==> config.mk <==
export PLATFORM = sky130hd
export DESIGN_NAME = alu_req_arbiter_flat
export DESIGN_NICKNAME = d
export VERILOG_FILES = /design/src/rtl/alu_arb_pkg.sv /design/src/rtl/alu_req_arbiter_if.sv /design/src/rtl/alu_req_arbiter_rr_arbiter.sv /design/src/rtl/alu_req_arbiter.sv /design/src/flat_wrapper.sv
export SDC_FILE = /design/constraint.sdc
export NUM_CORES = 1
export LEC_CHECK = 0
export BUFFER_PORTS_ARGS = -buffer_cell sky130_fd_sc_hd__clkbuf_2
export CORE_AREA = 10 10 152 154
export CTS_CLUSTER_SIZE = 28
export DETAILED_ROUTE_END_ITERATION = 6
export DIE_AREA = 0 0 162 164
export PLACE_DENSITY = 0.64
export SYNTH_ARGS = -nofsm -noshare
export SYNTH_HDL_FRONTEND = slang
export SYNTH_SLANG_ARGS = --single-unit
==> constraint.sdc <==
create_clock -name clk -period 5 [get_ports clk]
set_input_delay 1 -clock clk [delete_from_list [all_inputs] [get_ports clk]]
set_output_delay 1 -clock clk [all_outputs]
set_load 0.02 [all_outputs]
==> src/rtl/alu_arb_pkg.sv <==
// Shared types and widths for the ALU request arbiter.
package alu_arb_pkg;

  localparam int unsigned ALU_DATA_W = 32;
  localparam int unsigned ALU_OP_W   = 3;
  localparam int unsigned CNT_W      = 4;

  typedef enum logic [1:0] {
    IDLE,
    EXEC,
    RESP
  } alu_arb_state_e;

  typedef struct packed {
    logic [ALU_DATA_W-1:0] a;
    logic [ALU_DATA_W-1:0] b;
    logic [ALU_OP_W-1:0]   op;
  } alu_req_t;

  // Index width for n requesters, never narrower than one bit.
  function automatic int unsigned idx_w(input int unsigned n);
    return (n > 1) ? $clog2(n) : 1;
  endfunction

endpackage

==> src/rtl/alu_req_arbiter_if.sv <==
// Requester, ALU and response channels of the arbiter; slave is the arbiter side.
interface alu_req_arbiter_if
  import alu_arb_pkg::*;
#(
  parameter int unsigned NUM_REQ = 4
) ();

  localparam int unsigned ID_W = idx_w(NUM_REQ);

  logic [NUM_REQ-1:0]                 req_valid;
  logic [NUM_REQ-1:0]                 req_ready;
  logic [NUM_REQ-1:0][ALU_DATA_W-1:0] req_a;
  logic [NUM_REQ-1:0][ALU_DATA_W-1:0] req_b;
  logic [NUM_REQ-1:0][ALU_OP_W-1:0]   req_op;

  logic                  alu_start;
  logic [ALU_DATA_W-1:0] alu_a;
  logic [ALU_DATA_W-1:0] alu_b;
  logic [ALU_OP_W-1:0]   alu_op;
  logic [ALU_DATA_W-1:0] alu_r;

  logic                  rsp_valid;
  logic                  rsp_ready;
  logic [ID_W-1:0]       rsp_id;
  logic [ALU_DATA_W-1:0] rsp_r;

  modport master (
    output req_valid, req_a, req_b, req_op, alu_r, rsp_ready,
    input  req_ready, alu_start, alu_a, alu_b, alu_op, rsp_valid, rsp_id, rsp_r
  );

  modport slave (
    input  req_valid, req_a, req_b, req_op, alu_r, rsp_ready,
    output req_ready, alu_start, alu_a, alu_b, alu_op, rsp_valid, rsp_id, rsp_r
  );

endinterface

==> src/rtl/alu_req_arbiter_rr_arbiter.sv <==
// Combinational round-robin picker: first asserted request above 'last', wrapping.
module rr_arbiter
  import alu_arb_pkg::*;
#(
  parameter int unsigned N = 4
) (
  input  logic [N-1:0]        req,
  input  logic [idx_w(N)-1:0] last,
  output logic [N-1:0]        gnt,
  output logic [idx_w(N)-1:0] gnt_idx
);

  localparam int unsigned IW = idx_w(N);

  always_comb begin
    int unsigned idx;
    logic        found;
    gnt     = '0;
    gnt_idx = '0;
    found   = 1'b0;
    idx     = 0;
    for (int unsigned k = 1; k <= N; k++) begin
      idx = (32'(last) + k) % N;
      if (!found && req[IW'(idx)]) begin
        found             = 1'b1;
        gnt[IW'(idx)]     = 1'b1;
        gnt_idx           = IW'(idx);
      end
    end
  end

endmodule

==> src/rtl/alu_req_arbiter.sv <==
// Shares one ALU between NUM_REQ requesters, one transaction in flight at a time.
// Optional per-requester grant counters when ALU_ARB_STATS_EN is defined.
module alu_req_arbiter
  import alu_arb_pkg::*;
#(
  parameter int unsigned NUM_REQ = 4,
  parameter int unsigned ALU_LAT = 2
) (
  input logic              clk,
  input logic              rst_n,
  alu_req_arbiter_if.slave bus
`ifdef ALU_ARB_STATS_EN
  ,
  output logic [NUM_REQ-1:0][15:0] grant_cnt
`endif
);

  localparam int unsigned IW = idx_w(NUM_REQ);

  alu_arb_state_e        r_state;
  logic [IW-1:0]         r_last;
  logic [CNT_W-1:0]      r_cnt;
  logic                  r_alu_start;
  logic [ALU_DATA_W-1:0] r_alu_a;
  logic [ALU_DATA_W-1:0] r_alu_b;
  logic [ALU_OP_W-1:0]   r_alu_op;
  logic                  r_rsp_valid;
  logic [IW-1:0]         r_rsp_id;
  logic [ALU_DATA_W-1:0] r_rsp_r;

  logic [NUM_REQ-1:0]    w_gnt;
  logic [IW-1:0]         w_gnt_idx;
  logic [NUM_REQ-1:0]    w_ready;
  logic                  w_accept;
  alu_req_t              w_sel;

  rr_arbiter #(
    .N(NUM_REQ)
  ) u_rr (
    .req    (bus.req_valid),
    .last   (r_last),
    .gnt    (w_gnt),
    .gnt_idx(w_gnt_idx)
  );

  // Ready is combinational so a dropped request is re-arbitrated in the same cycle.
  assign w_ready  = (r_state == IDLE && rst_n) ? w_gnt : '0;
  assign w_accept = |(bus.req_valid & w_ready);
  assign w_sel    = '{a: bus.req_a[w_gnt_idx], b: bus.req_b[w_gnt_idx],
                      op: bus.req_op[w_gnt_idx]};

  always_ff @(posedge clk or negedge rst_n) begin
    if (!rst_n) begin
      r_state     <= IDLE;
      r_last      <= IW'(NUM_REQ - 1);
      r_cnt       <= '0;
      r_alu_start <= 1'b0;
      r_alu_a     <= '0;
      r_alu_b     <= '0;
      r_alu_op    <= '0;
      r_rsp_valid <= 1'b0;
      r_rsp_id    <= '0;
      r_rsp_r     <= '0;
    end else begin
      r_alu_start <= 1'b0;
      unique case (r_state)
        IDLE: begin
          if (w_accept) begin
            r_alu_a     <= w_sel.a;
            r_alu_b     <= w_sel.b;
            r_alu_op    <= w_sel.op;
            r_rsp_id    <= w_gnt_idx;
            r_last      <= w_gnt_idx;
            r_cnt       <= CNT_W'(ALU_LAT);
            r_alu_start <= 1'b1;
            r_state     <= EXEC;
          end
        end
        EXEC: begin
          if (r_cnt == '0) begin
            r_rsp_r     <= bus.alu_r;
            r_rsp_valid <= 1'b1;
            r_state     <= RESP;
          end else begin
            r_cnt <= r_cnt - 1'b1;
          end
        end
        RESP: begin
          if (bus.rsp_ready) begin
            r_rsp_valid <= 1'b0;
            r_state     <= IDLE;
          end
        end
        default: r_state <= IDLE;
      endcase
    end
  end

  assign bus.req_ready = w_ready;
  assign bus.alu_start = r_alu_start;
  assign bus.alu_a     = r_alu_a;
  assign bus.alu_b     = r_alu_b;
  assign bus.alu_op    = r_alu_op;
  assign bus.rsp_valid = r_rsp_valid;
  assign bus.rsp_id    = r_rsp_id;
  assign bus.rsp_r     = r_rsp_r;

`ifdef ALU_ARB_STATS_EN
  logic [NUM_REQ-1:0][15:0] r_grant_cnt;

  always_ff @(posedge clk or negedge rst_n) begin
    if (!rst_n) begin
      r_grant_cnt <= '0;
    end else begin
      for (int i = 0; i < NUM_REQ; i++) begin
        if (w_accept && w_gnt[i] && r_grant_cnt[i] != 16'hFFFF) begin
          r_grant_cnt[i] <= r_grant_cnt[i] + 16'd1;
        end
      end
    end
  end

  assign grant_cnt = r_grant_cnt;
`endif

endmodule

==> src/flat_wrapper.sv <==
// flat-port wrapper written by rule: the top's interface ports become plain ports
module alu_req_arbiter_flat import alu_arb_pkg::*;
#(
  parameter int unsigned NUM_REQ = 4,
  parameter int unsigned ALU_LAT = 2
)
  (clk, rst_n, bus_req_valid, bus_req_a, bus_req_b, bus_req_op, bus_alu_r, bus_rsp_ready, bus_req_ready, bus_alu_start, bus_alu_a, bus_alu_b, bus_alu_op, bus_rsp_valid, bus_rsp_id, bus_rsp_r);
  alu_req_arbiter_if #(.NUM_REQ(NUM_REQ)) bus_i ();
  input logic clk;
  input logic rst_n;
  input wire logic [$bits(bus_i.req_valid)-1:0] bus_req_valid;
  input wire logic [$bits(bus_i.req_a)-1:0] bus_req_a;
  input wire logic [$bits(bus_i.req_b)-1:0] bus_req_b;
  input wire logic [$bits(bus_i.req_op)-1:0] bus_req_op;
  input wire logic [$bits(bus_i.alu_r)-1:0] bus_alu_r;
  input wire logic [$bits(bus_i.rsp_ready)-1:0] bus_rsp_ready;
  output wire logic [$bits(bus_i.req_ready)-1:0] bus_req_ready;
  output wire logic [$bits(bus_i.alu_start)-1:0] bus_alu_start;
  output wire logic [$bits(bus_i.alu_a)-1:0] bus_alu_a;
  output wire logic [$bits(bus_i.alu_b)-1:0] bus_alu_b;
  output wire logic [$bits(bus_i.alu_op)-1:0] bus_alu_op;
  output wire logic [$bits(bus_i.rsp_valid)-1:0] bus_rsp_valid;
  output wire logic [$bits(bus_i.rsp_id)-1:0] bus_rsp_id;
  output wire logic [$bits(bus_i.rsp_r)-1:0] bus_rsp_r;
  assign bus_i.req_valid = bus_req_valid;
  assign bus_i.req_a = bus_req_a;
  assign bus_i.req_b = bus_req_b;
  assign bus_i.req_op = bus_req_op;
  assign bus_i.alu_r = bus_alu_r;
  assign bus_i.rsp_ready = bus_rsp_ready;
  assign bus_req_ready = bus_i.req_ready;
  assign bus_alu_start = bus_i.alu_start;
  assign bus_alu_a = bus_i.alu_a;
  assign bus_alu_b = bus_i.alu_b;
  assign bus_alu_op = bus_i.alu_op;
  assign bus_rsp_valid = bus_i.rsp_valid;
  assign bus_rsp_id = bus_i.rsp_id;
  assign bus_rsp_r = bus_i.rsp_r;
  alu_req_arbiter #(.NUM_REQ(NUM_REQ), .ALU_LAT(ALU_LAT)) u_core (.clk(clk), .rst_n(rst_n), .bus(bus_i));
endmodule
==> results of run 1 <==
-- cell families after synthesis --
| group | after synthesis |
|---|---|
| multiplexers | 175 |
| flip-flops | 111 |
| AO/OA/AOI/OAI | 44 |
| buffers and inverters | 44 |
| AND/OR/NAND/NOR | 36 |
| adder cells (fa/ha/maj) | 10 |
-- routing by layer --
layer	vias to the layer above	track usage, %	share of wire, %	routed length [um]
met4	2	3.97	0.96	230
met3	17	7.46	11	2610
li1	2446	-	-	-
met2	282	28.8	50	11900
met1	2624	20.1	38	9170
met5	-	0	0.054	13
-- cell type report --
class	instances	area, sq um	area share (%)
Sequential cell	111	2780	30.6
Antenna cell	1	2.50	0.0275
Tap cell	270	338	3.72
Timing Repair Buffer	421	2180	24.0
Multi-Input combinational cell	265	3450	37.9
Clock buffer	10	229	2.52
Inverter	10	37.5	0.413
Clock inverter	6	76.3	0.840
-- cells in the final DEF (no fill, tap or decap), types with 2 or more instances in the layout --
master,synthesis,routed
mux4_2,62,62
a31oi_1,2,2
and2_1,4,4
nor3_1,4,4
nor2b_1,4,4
mux2i_1,2,2
ha_1,10,10
clkbuf_16,0,9
inv_1,9,9
nor2_1,5,5
nand2_1,7,7
dfrtp_1,109,109
buf_4,2,5
a211o_1,2,2
clkinv_4,0,2
buf_12,0,4
nor3b_1,4,4
o21bai_1,2,2
a22o_1,4,4
inv_6,0,2
nand3_1,2,2
dfstp_2,2,2
o311ai_0,3,3
a21oi_1,6,6
mux2_2,95,95
mux2_1,8,8
o21ai_0,9,9
clkbuf_2,0,412
mux4_1,8,8
o31a_1,3,3
a211oi_1,7,7
-- state kept, by name, summed over array words and instances (netlist names) --
register and count:
u_core.bus.rsp_r 32, u_core.bus.alu_op 3, u_core.r_last 2, u_core.bus.rsp_id 2, u_core.bus.alu_start 1, u_core.bus.rsp_valid 1, u_core.bus.alu_a 32, u_core.bus.alu_b 32
u_core.r_cnt 4, u_core.r_state 2
-- how the worst max path moves through the flow --
stage | startpoint | end
finish | u_core.r_last[0]$_DFFE_PN1P_ | bus_req_ready[2]
global route | u_core.r_last[0]$_DFFE_PN1P_ | bus_req_ready[2]
CTS | u_core.r_last[0]$_DFFE_PN1P_ | bus_req_ready[2]
detailed placement | u_core.r_last[0]$_DFFE_PN1P_ | u_core.bus.alu_b[8]$_DFFE_PN0P_
global placement | bus_req_valid[1] | u_core.bus.alu_b[3]$_DFFE_PN0P_
floorplan | u_core.r_last[0]$_DFFE_PN1P_ | u_core.bus.alu_b[26]$_DFFE_PN0P_
-- through the flow --
| step | power (mW) | worst slack, ps | hold WS (ps) | util, % | cells |
|---|---|---|---|---|---|
| detailed placement | 6.17 | 924 | 484 | 43.8 | 1077 |
| floorplan | 4.96 | 1560 | 527 | - | 420 |
| CTS | 6.94 | 689 | 501 | 45.4 | 1093 |
| finish | 6.80 | 720 | 496 | 45.4 | 1094 |
| global placement | 6.11 | 959 | 476 | 43.8 | 1077 |
| global route | 7.31 | 422 | 515 | 45.4 | 1094 |
-- power by group through the flow --
stage                     clock network [mW]  logic, mW  registers, mW
after global placement                     0       4.47           1.64
after global routing                   0.819       4.77           1.72
after CTS                              0.776       4.51           1.65
after floorplan                            0       2.81           2.15
after detailed placement                   0       4.51           1.66
final                                  0.744       4.41           1.65
==> summary.md, run 1 <==
| Metric | Value |
|---|---|
| Share of cells above drive strength 1 | `72.9%` |
| Data required time of the critical path | `~4000 ps` |
| Area grow syn2layout | `40.6%` |
| Initial antenna violation count | `2` |
| Crit. End Element | `primary output` |
| Largest area contributor in the netlist | `dfrtp_1` |
| R2R Path End | `u_core.bus.alu_b[10]$_DFFE_PN0P_` |
| Main combinational cell family by area after synthesis | `multiplexers` |
| Slew @ Worst Pin | `865 ps` |
| Setup CP Type | `reg -> out` |
| Final setup fails | `0` |
| Synth Instances | `420` |
| Slew HR | `42.3%` |
| R2r setup slk | `960 ps` |
| Synth top area share | `42.2%` |
| Die width | `162 um` |
| Post CTS Setup Buffer Count | `0` |
| Cell family with most CP delay | `flip-flops` |
| Max stage delay on crit path | `770 ps` |
| Global-route wire length before repair | `35.7 mm` |
| Setup crit start kind | `register` |
| Port Buf Inserts | `just over 400` |
| Rows | `52` |
| Flop pwr share | `24.2%` |
| Ports | `a little over 400` |
| Sequential element share of the synthesized area | `43.0%` |
| Post-synth EDFFs | `0` |
| Antenna violation net count after detailed routing | `0` |
| Final hold vios | `0` |
| Peak supply drop | `0.632 mV` |
| Clock Skews | `8.55 ps` |
| RSZ-0062 raised after global routing | `no` |
| Min cycle time layout | `4280 ps` |
| P per Cell Area | `748 nW/um^2` |
| Dpl hpwl | `20.1 mm` |
| Clk_lat worst skew | `roughly 350 ps` |
| Adder-Cell Fraction of Synth Area | `1.94%` |
| Max Cap Viol | `0` |
| Vias | `5371` |
| Pin count of the biggest net entering global routing | `70` |
| Post-route cell area | `a little over 9000 sq um` |
| Clock transition at the registers of the reported paths | `70 ps` |
| Distinct cells, synth | `42` |
| Complex-gate fraction of the synthesized area | `4.90%` |
| Hold Path Stages | `1` |
| Synth Area in Simple Gates | `~3.1%` |
| Max Fclk | `234 MHz` |
| TritonCTS clock tree | `built` |
| Synth Register Bits | `~110` |
| Top cells by area, synth | `dfrtp_1 42%, mux4_2 22%, mux2_2 17%` |
| Placed Instance Area | `a little under 9000 sq um` |
| Die area | `26600 sq um` |
| Post-Synthesis Cell Area | `6460 sq um` |
| Status | `finished, final reports clean` |
| Global route overflow | `0` |
| Most frequent CP cell | `inv_1` |
| Starting Density | `roughly 32%` |
| Final nets | `roughly 1.1k` |
| All-Layer GR Usage | `17.3%` |
| CP max FO | `18` |
| Final Routed Wirelength | `23.9 mm` |
| Critical path depth | `8` |
| Post-synth top cells | `109 x dfrtp_1, 95 x mux2_2, 62 x mux4_2` |
| Post-DR wirelength/cell | `21.8 um` |
| HP Start | `u_core.bus.alu_b[21]$_DFFE_PN0P_` |
| Mean Syn Cell Area | `15.4 sq um` |
| Clock root cell | `clkbuf_16` |
| Gate power share | `between 60% and 70%` |
| Worst path slowest cell | `dfstp_2` |
| Vert. Die Dim | `164 um` |
| TritonRoute pass-1 iters | `4` |
| Async S/R FF share, synth | `100%` |
| Multiplexer share of the synthesized area | `43.1%` |
| Lkg Pwr | `4.46 nW` |
| Buffers & Inverters on Critical Path | `3` |
| Post-synthesis xor/xnor area fraction | `0%` |
| Inserted Clock Buffers | `9` |
| Synth warn | `0` |
| Worst hold path class | `reg -> reg` |
| Syn nets | `737` |
| Vias in the first global route | `5936` |
| Power Internal | `3.98 mW` |
| CTS Sinks | `roughly 110` |
| Final Wtd Congestion | `0.935` |
| Iter 0 DRT Violations | `306` |
| Clock Power Share | `10.9%` |
| Tcrit/Tclk final | `between 80% and 90%` |
| Post-CTS Resized | `0` |
| Most common cell in the netlist | `dfrtp_1` |
| Fillers | `around 1.9k` |
| Vias per std cell | `4.91` |
| CP Cell Sequence | `inv_1, ha_1, mux4_2, nor3b_1, and2_1, o31ai_1, inv_1, clkbuf_2` |
| Clock buffer depth | `2` |
| Slew Limit Fails | `0` |
| Commonest register cell after synthesis | `dfrtp_1` |
| # hold bufs at CTS | `0` |
| DR DRC count | `0` |
| R2R Path Start | `u_core.r_last[0]$_DFFE_PN1P_` |
| Psw | `2.82 mW` |
| Reg2Reg Depth | `9` |
| Core area | `20000 sq um` |
| H-tree levels | `3` |
| Switching share of power | `41.5%` |
| WHS Endpoint | `u_core.bus.alu_b[21]$_DFFE_PN0P_` |
| Setup TNS | `0 ps` |
| Worst EP arrival | `3280 ps` |
No activity file was read; power rests on OpenSTA's default activity.
==> inputs of run 2 (changes only) <==
CORE_AREA = 2 2 161 163   (was 10 10 152 154)
DIE_AREA = 0 0 163 165   (was 0 0 162 164)
PLACE_DENSITY = 0.53   (was 0.64)
==> summary.md, run 2 (synthesized netlist as in run 1, its figures left out) <==
| Metric | Value |
|---|---|
| Status | `finished, final reports clean` |
| Die area | `about 27000 sq um` |
| Tcrit/Tclk final | `84.4%` |
| Dpl hpwl | `18.4 mm` |
| All-Layer GR Usage | `between 10% and 20%` |
| Buffers & Inverters on Critical Path | `2` |
| Final hold vios | `0` |
| Max Cap Viol | `0` |
| Post-CTS Resized | `0` |
| Final nets | `approximately 1.1k` |
| Clock Power Share | `10.4%` |
| Iter 0 DRT Violations | `between 200 and 300` |
| Global route overflow | `0` |
| Slew Limit Fails | `0` |
| Worst path slowest cell | `dfstp_2` |
| Top Layer Used | `met5` |
| Clock transition at the registers of the reported paths | `80 ps` |
| Final setup fails | `0` |
| Area grow syn2layout | `41.6%` |
| Vias | `5364` |
| CP Cell Sequence | `inv_1, ha_1, mux4_2, or2_1, a211oi_1, o31a_1, clkbuf_2` |
| Lkg Pwr | `4.46 nW` |
| Flop pwr share | `24.3%` |
| Slew @ Worst Pin | `872 ps` |
| DR DRC count | `0` |
| R2R Path End | `u_core.bus.alu_op[0]$_DFFE_PN0P_` |
| H-tree levels | `3` |
| R2R Path Start | `u_core.r_last[0]$_DFFE_PN1P_` |
| Die width | `~160 um` |
| RSZ-0062 raised after global routing | `no` |
| Met3 WL | `1.90 mm` |
| Initial antenna violation count | `3` |
| Clock buffer depth | `2` |
| Share of cells above drive strength 1 | `73.0%` |
| Post-DR wirelength/cell | `19.4 um` |
| Core area | `25000 sq um` |
| CP max FO | `18` |
| Vert. Die Dim | `165 um` |
| Setup crit start kind | `register` |
| Max Fclk | `237 MHz` |
| R2r setup slk | `900 ps` |
| Vias per std cell | `roughly 4.6` |
| Post CTS Setup Buffer Count | `0` |
| Psw | `2.88 mW` |
| Clock root cell | `clkbuf_16` |
| Worst hold path class | `reg -> reg` |
| Peak supply drop | `0.298 mV` |
| CTS Sinks | `111` |
| Min cycle time layout | `4220 ps` |
| Ports | `roughly 410` |
| Max stage delay on crit path | `750 ps` |
| Reg2Reg Depth | `9` |
| # hold bufs at CTS | `0` |
| Clk_lat worst skew | `350 ps` |
| Slew HR | `41.9%` |
| Setup TNS | `0 ps` |
| Global-route wire length before repair | `32.2 mm` |
| DRT met1 WL | `8.98 mm` |
| Antenna violation net count after detailed routing | `0` |
| Inserted Clock Buffers | `9` |
| Rows | `58` |
| Power Internal | `3.93 mW` |
| Switching share of power | `42.3%` |
| Final Routed Wirelength | `22.4 mm` |
| HP Start | `u_core.bus.alu_b[21]$_DFFE_PN0P_` |
| Final Wtd Congestion | `0.879` |
| Data required time of the critical path | `4000 ps` |
| Crit. End Element | `primary output` |
| Gate power share | `65.3%` |
| TritonRoute pass-1 iters | `4` |
| Hold Path Stages | `1` |
| TritonCTS clock tree | `built` |
| Starting Density | `25.8%` |
| WHS Endpoint | `u_core.bus.alu_b[21]$_DFFE_PN0P_` |
| Most frequent cells in the layout | `412 x clkbuf_2, 109 x dfrtp_1, 95 x mux2_2` |
| P per Cell Area | `~740 nW/um^2` |
| Wire length on met2 | `11.4 mm` |
| Setup CP Type | `reg -> out` |
| Vias in the first global route | `5601` |
| Worst EP arrival | `3220 ps` |
| Most common cell after layout, fill and taps aside | `clkbuf_2` |
| Clock Skews | `12.8 ps` |
| Cell family with most CP delay | `flip-flops` |
| Pin count of the biggest net entering global routing | `66` |
| Port Buf Inserts | `around 410` |
| Hold WS | `499 ps` |
==> run 2: changes by cell type in the layout (fill, tap and decap cells not counted) <==
cell | before | now
buf_12 | 4 | 3
buf_4 | 5 | 8
bufinv_16 | 1 | 0
clkinv_2 | 0 | 1
clkinv_8 | 0 | 1
diode_2 | 1 | 2
inv_8 | 1 | 0
==> run 2: final cells by class <==
class                           count  area, sq um
Clock buffer                       10          229
Tap cell                          330          413
Sequential cell                   111         2780
Timing Repair Buffer              423         2180
Antenna cell                        2         5.00
Fill cell                        2516        15900
Inverter                           10         37.5
Multi-Input combinational cell    265         3450
Clock inverter                      6         56.3
==> run 2: how the worst max path moves through the flow <==
| stage | depth (start not counted) | start | slack [ps] | end |
|---|---|---|---|---|
| 2_1_floorplan | 13 | u_core.r_last[0]$_DFFE_PN1P_ | 1560 | u_core.bus.alu_b[26]$_DFFE_PN0P_ |
| 6_report | 7 | u_core.r_last[0]$_DFFE_PN1P_ | 780 | bus_req_ready[1] |
| 3_3_place_gp | 9 | u_core.r_last[0]$_DFFE_PN1P_ | 920 | u_core.bus.alu_op[0]$_DFFE_PN0P_ |
| 5_1_grt | 7 | u_core.r_last[0]$_DFFE_PN1P_ | 580 | bus_req_ready[1] |
| 4_1_cts | 7 | u_core.r_last[0]$_DFFE_PN1P_ | 770 | bus_req_ready[1] |
| 3_5_place_dp | 8 | bus_req_valid[2] | 840 | u_core.bus.alu_a[23]$_DFFE_PN0P_ |
==> run 2: metrics by stage <==
| step | instance area [sq um] | power [mW] | util [%] | std cells | worst slack, ps |
|---|---|---|---|---|---|
| after floorplan | 6460 | 4.96 | - | 420 | 1560 |
| after global placement | 8860 | 6.17 | 35.4 | 1139 | 924 |
| after detailed placement | 8860 | 6.23 | 35.4 | 1139 | 843 |
| after CTS | 9150 | 6.96 | 36.5 | 1155 | 773 |
| after global routing | 9150 | 7.29 | 36.6 | 1157 | 580 |
| final | 9150 | 6.82 | 36.6 | 1157 | 779 |
==> run 2: power by group through the flow <==
stage / clock network, mW / registers (mW) / logic [mW]
after CTS: 0.749 / 1.66 / 4.55
after detailed placement: 0 / 1.67 / 4.55
final: 0.708 / 1.66 / 4.45
after floorplan: 0 / 2.15 / 2.81
after global placement: 0 / 1.66 / 4.51
after global routing: 0.778 / 1.72 / 4.78
==> run 2: worst reg2reg max path: stages (launching register included) <==
cell and delay [ps]:
dfstp_2 750, inv_1 190, ha_1 480, clkinv_1 270
a211o_1 380, a21oi_1 260, o32a_2 410, buf_4 360
mux4_1 620, mux2_2 270
==> run 2: per-layer routing <==
layer	global-route usage, %	up-vias
met5	0	-
li1	-	2456
met3	4.67	10
met1	19.7	2625
met2	27.6	271
met4	3.50	2
